--- src/rtl/fifo_pkg.sv ---
// fifo_pkg: output-buffer depth and occupancy encodings shared by the FIFO read stream.
package fifo_pkg;
   localparam int DEPTH = 2;
   typedef enum logic [1:0] {EMPTY = 2'd0, ONE = 2'd1, TWO = 2'd2} cnt_e;
endpackage

--- src/rtl/fifo_rd_skid.sv ---
// fifo_rd_skid: 2-entry output buffer with head/tail pointers and a registered head word.
module fifo_rd_skid
   import fifo_pkg::*;
#(
   parameter int DSIZE = 8
) (
   input  logic             clk,
   input  logic             rst_n,
   input  logic             wr,
   input  logic [DSIZE-1:0] wdata,
   input  logic             rd,
   output cnt_e             count,
   output logic [DSIZE-1:0] head_data
);
   logic [DSIZE-1:0] mem [DEPTH];
   logic             head, tail;
   cnt_e             count_nx;
   logic [DSIZE-1:0] head_nx;

   // head_data is the word that will sit at the head after this edge
   always_comb begin
      count_nx = count;
      head_nx  = head_data;
      if (wr && !rd)
         count_nx = cnt_e'(count + 2'd1);
      else if (rd && !wr)
         count_nx = cnt_e'(count - 2'd1);
      if (rd)
         head_nx = (count == TWO) ? mem[~head] : wdata;
      else if (count == EMPTY)
         head_nx = wdata;
   end

   always_ff @(posedge clk or negedge rst_n) begin
      if (!rst_n) begin
         count     <= EMPTY;
         head      <= 1'b0;
         tail      <= 1'b0;
         head_data <= '0;
         mem[0]    <= '0;
         mem[1]    <= '0;
      end else begin
         count     <= count_nx;
         head_data <= head_nx;
         if (wr) begin
            mem[tail] <= wdata;
            tail      <= ~tail;
         end
         if (rd)
            head <= ~head;
      end
   end
endmodule

--- src/rtl/fifo_rd_stream.sv ---
// fifo_rd_stream: turns a FIFO pop interface into a valid/ready stream with credit-based
// popping so an in-flight word always has a free buffer slot.
module fifo_rd_stream
   import fifo_pkg::*;
#(
   parameter int    DSIZE       = 8,
   parameter string FALLTHROUGH = "TRUE",
   parameter int    CNT_W       = 16
) (
   input  logic             rclk,
   input  logic             rrst_n,
   input  logic             rempty,
   input  logic [DSIZE-1:0] rdata,
   output logic             rinc,
   output logic             m_valid,
   input  logic             m_ready,
   output logic [DSIZE-1:0] m_data,
   output logic [CNT_W-1:0] pop_count
);
   localparam bit FT = (FALLTHROUGH == "TRUE");

   cnt_e count;
   logic inflight, drain, capture;

   assign m_valid = (count != EMPTY);
   assign drain   = m_valid && m_ready;
   // count + inflight - drain < DEPTH, rearranged to avoid unsigned underflow
   assign rinc    = rrst_n && !rempty &&
                    (({1'b0, count} + {2'b0, inflight}) < (3'(DEPTH) + {2'b0, drain}));
   assign capture = FT ? rinc : inflight;

   always_ff @(posedge rclk or negedge rrst_n) begin
      if (!rrst_n) begin
         inflight  <= 1'b0;
         pop_count <= '0;
      end else begin
         inflight <= !FT && rinc;
         if (drain)
            pop_count <= pop_count + CNT_W'(1);
      end
   end

   fifo_rd_skid #(.DSIZE(DSIZE)) u_skid (
      .clk      (rclk),
      .rst_n    (rrst_n),
      .wr       (capture),
      .wdata    (rdata),
      .rd       (drain),
      .count    (count),
      .head_data(m_data)
   );
endmodule

--- config.mk ---
export PLATFORM = sky130hd
export DESIGN_NAME = fifo_rd_stream
export DESIGN_NICKNAME = d
export VERILOG_FILES = /design/src/rtl/fifo_pkg.sv /design/src/rtl/fifo_rd_skid.sv /design/src/rtl/fifo_rd_stream.sv
export SDC_FILE = /design/constraint.sdc
export NUM_CORES = 1
export LEC_CHECK = 0
export CAP_MARGIN = 30
export CORE_UTILIZATION = 52
export DETAILED_ROUTE_END_ITERATION = 12
export HOLD_SLACK_MARGIN = 0.05
export PLACE_DENSITY = 0.87
export SLEW_MARGIN = 30
export SYNTH_ARGS = -nofsm -noshare
export SYNTH_HDL_FRONTEND = slang
export SYNTH_SLANG_ARGS = --single-unit
export TNS_END_PERCENT = 30
--- constraint.sdc ---
create_clock -name rclk -period 1.85 [get_ports rclk]
set_input_delay 0.37 -clock rclk [delete_from_list [all_inputs] [get_ports rclk]]
set_output_delay 0.37 -clock rclk [all_outputs]
set_load 0.02 [all_outputs]
==> reports/qor.csv <==
metric;value;unit
status;complete, no violations;
CTS H-tree lvls;2;
first-pass GRT wire length;7350;µm
Die X;65.4;µm
post-CTS resize count;2;
RR Endpoint;u_skid.mem[0];
diode count;0;
asr flop ratio synth;100;%
combinational group share of total power;40.9;%
syn_area_per_cell;12.6;µm²
post-route setup slack;29.7;ps
Die ar.;4270;µm²
GPL Wtd Cong;0.789;
CTS root buffer;clkbuf_8;
Cell Rows;22;
Tcrit/Tclk final;98.4;%
Cells after Synth;166;
I/O Pins;38;
cts hold-fix bufs;0;
max-cap violations;0;
initial antenna violation count;0;
CTS Buf Count;5;
post-synthesis sequential area ratio;52.7;%
CP required;1480;ps
top cells by area in the synthesized netlist;dfrtp_1 (53%), mux2_2 (13%), xnor2_1 (4.6%);
DR vias/cell;5.59;
drt drc;0;
Most used DFF post-synth;dfrtp_1;
Yosys top cell area share;52.7;%
clock latency at the later pin of the worst-skew pair;300;ps
post-synth cell types;31;
Final Skew;12.9;ps
via count;1487;
Psw;0.00145;W
Detailed Place HPWL;3020;µm
total power;0.00421;W
Post-CTS Setup Inserts;0;
clock share of power;19.0;%
#FFs+latches synth;44;
Final Setup Violations;0;
Leak Pwr;1.21;nW
Sw Ratio;34.5;%
crit start category;input port;
Die H;65.4;µm
Commonest cells post-synth;dfrtp_1 (44), mux2_2 (25), xnor2_1 (11);
clock sink total;44;
FMAX;549;MHz
area grow syn2layout;30.0;%
largest net degree at the start of global routing;45;
Worst Reg-to-Reg Cells;6;
worst vdd ir;1.03;mV
GRT overflow;0;
number of DRC markers in iteration 0;77;
flop-to-flop setup slack;170;ps
RSZ-0062 raised after global routing;true;
Post-synth EDFFs;0;
fin crit period;1820;ps
HP Class;in -> async;
share of cells above drive strength 1;26.1;%
CP endpoint kind;primary output;
GRT Resource Usage Total;23.3;%
Slew HR;64.0;%
DR pass1 iterations;4;
port bufs;37;
final hold violations;0;
Internal;0.00276;W
worst r2r src;u_skid.count[0];
Worst-Margin Slew;540;ps
final net count;231;
CTS tree;done;
CTS Buffer Depth;2;
total wire length;4470;µm
DRT antenna net count;0;
sequential share of power;40.2;%
WL/cell;16.8;µm
Worst EP arrival;1450;ps
Slew Limit Fails;0;
Post-Syn Area;2090;µm²
syn nets;180;
Starting Density;55.8;%
Worst Path Max Fanout;3;
clock transition at the registers of the reported paths;90;ps
most common cell in the synthesized netlist;dfrtp_1;
YS warnings;0;
WS Path Type;in -> out;
core area;3740;µm²
pre-CTS setup slack;-260;ps
Synth area leader;dfrtp_1;
vias in the first global route;1555;
power per cell area;1550;nW/µm²
==> power by group through the flow <==
| stage | Sequential, W | Combinational (W) | Clock (W) |
|---|---|---|---|
| after floorplan | 0.00177 | 0.000915 | 0 |
| after global placement | 0.00166 | 0.00165 | 0 |
| after detailed placement | 0.00170 | 0.00171 | 0 |
| after CTS | 0.00168 | 0.00172 | 0.000811 |
| after global routing | 0.00173 | 0.00186 | 0.000851 |
| final | 0.00169 | 0.00172 | 0.000800 |
==> sequential cells by signal, indices dropped and copies added (netlist names) <==
register          flops
pop_count            16
u_skid.head           1
u_skid.count          2
u_skid.mem           16
u_skid.tail           1
u_skid.head_data      8
==> worst max path at each step <==
stage                        from        endpoint  cells past startpoint
final                     m_ready            rinc                      4
after global routing      m_ready            rinc                      4
after CTS                 m_ready            rinc                      4
after detailed placement  m_ready   pop_count[12]                      6
after global placement    m_ready            rinc                      4
after floorplan           m_ready  u_skid.mem[10]                      6
==> layout by cell type (no fill, tap or decap), types with 2 or more instances in the layout <==
cell type | netlist | routed
a21oi_1 | 8 | 8
a221o_1 | 8 | 8
and3_1 | 3 | 3
buf_4 | 1 | 15
clkbuf_8 | 0 | 7
clkdlybuf4s50_1 | 0 | 33
dfrtp_1 | 44 | 44
dlygate4sd2_1 | 0 | 2
ha_1 | 2 | 2
inv_1 | 3 | 3
mux2_2 | 25 | 25
mux2i_1 | 8 | 8
nand2_1 | 7 | 7
nand2b_1 | 2 | 2
nand4_1 | 5 | 5
nor2_1 | 4 | 3
o21ai_0 | 8 | 8
xnor2_1 | 11 | 11
xor2_1 | 8 | 8
==> per-layer routing <==
layer	routed length [µm]	global-route usage [%]	vias up
met4	63	7.88	0
li1	-	-	694
met5	0	0	-
met2	2340	38.9	43
met1	1870	29.3	740
met3	191	6.08	10
==> cell type report <==
cell class	count	area (µm²)
clock buffer	7	96.3
inverter	3	11.3
timing repair buffer	52	478
multi-input combinational	111	938
sequential	44	1100
tap	48	60.1
clock inverter	1	30.0
fill	262	1030
==> cell families (layout without fill, tap and decap cells) <==
logic type | Yosys count | after routing | share of synthesized area, %
DFF | 44 | 44 | 52.7
xor gates and xnor gates | 20 | 20 | 8.75
buffers and inverters | 11 | 63 | 2.64
and+or+nand+nor | 30 | 30 | 8.93
adders and majority gates | 2 | 2 | 1.20
muxes | 33 | 33 | 17.3
AOI/OAI and AO/OA | 26 | 26 | 8.45
==> metrics by stage <==
step / hold slack, ps / instances / cell area [µm²] / utilization [%] / setup TNS (ps)
floorplan: 74.4 / 166 / 2090 / - / 0
detailed placement: 487 / 258 / 2580 / 69.0 / -5030
finish: 170 / 266 / 2720 / 72.5 / 0
global placement: 461 / 258 / 2580 / 69.0 / -3910
CTS: 185 / 266 / 2710 / 72.3 / 0
global route: 218 / 266 / 2720 / 72.5 / -3.69
==> worst max-delay path, stage by stage <==
cell and delay [ps]:
clkdlybuf4s50_1 500, nand2b_1 80, a21oi_2 150, dlygate4sd2_1 350
Note: power is estimated with default switching activity, not from simulation.
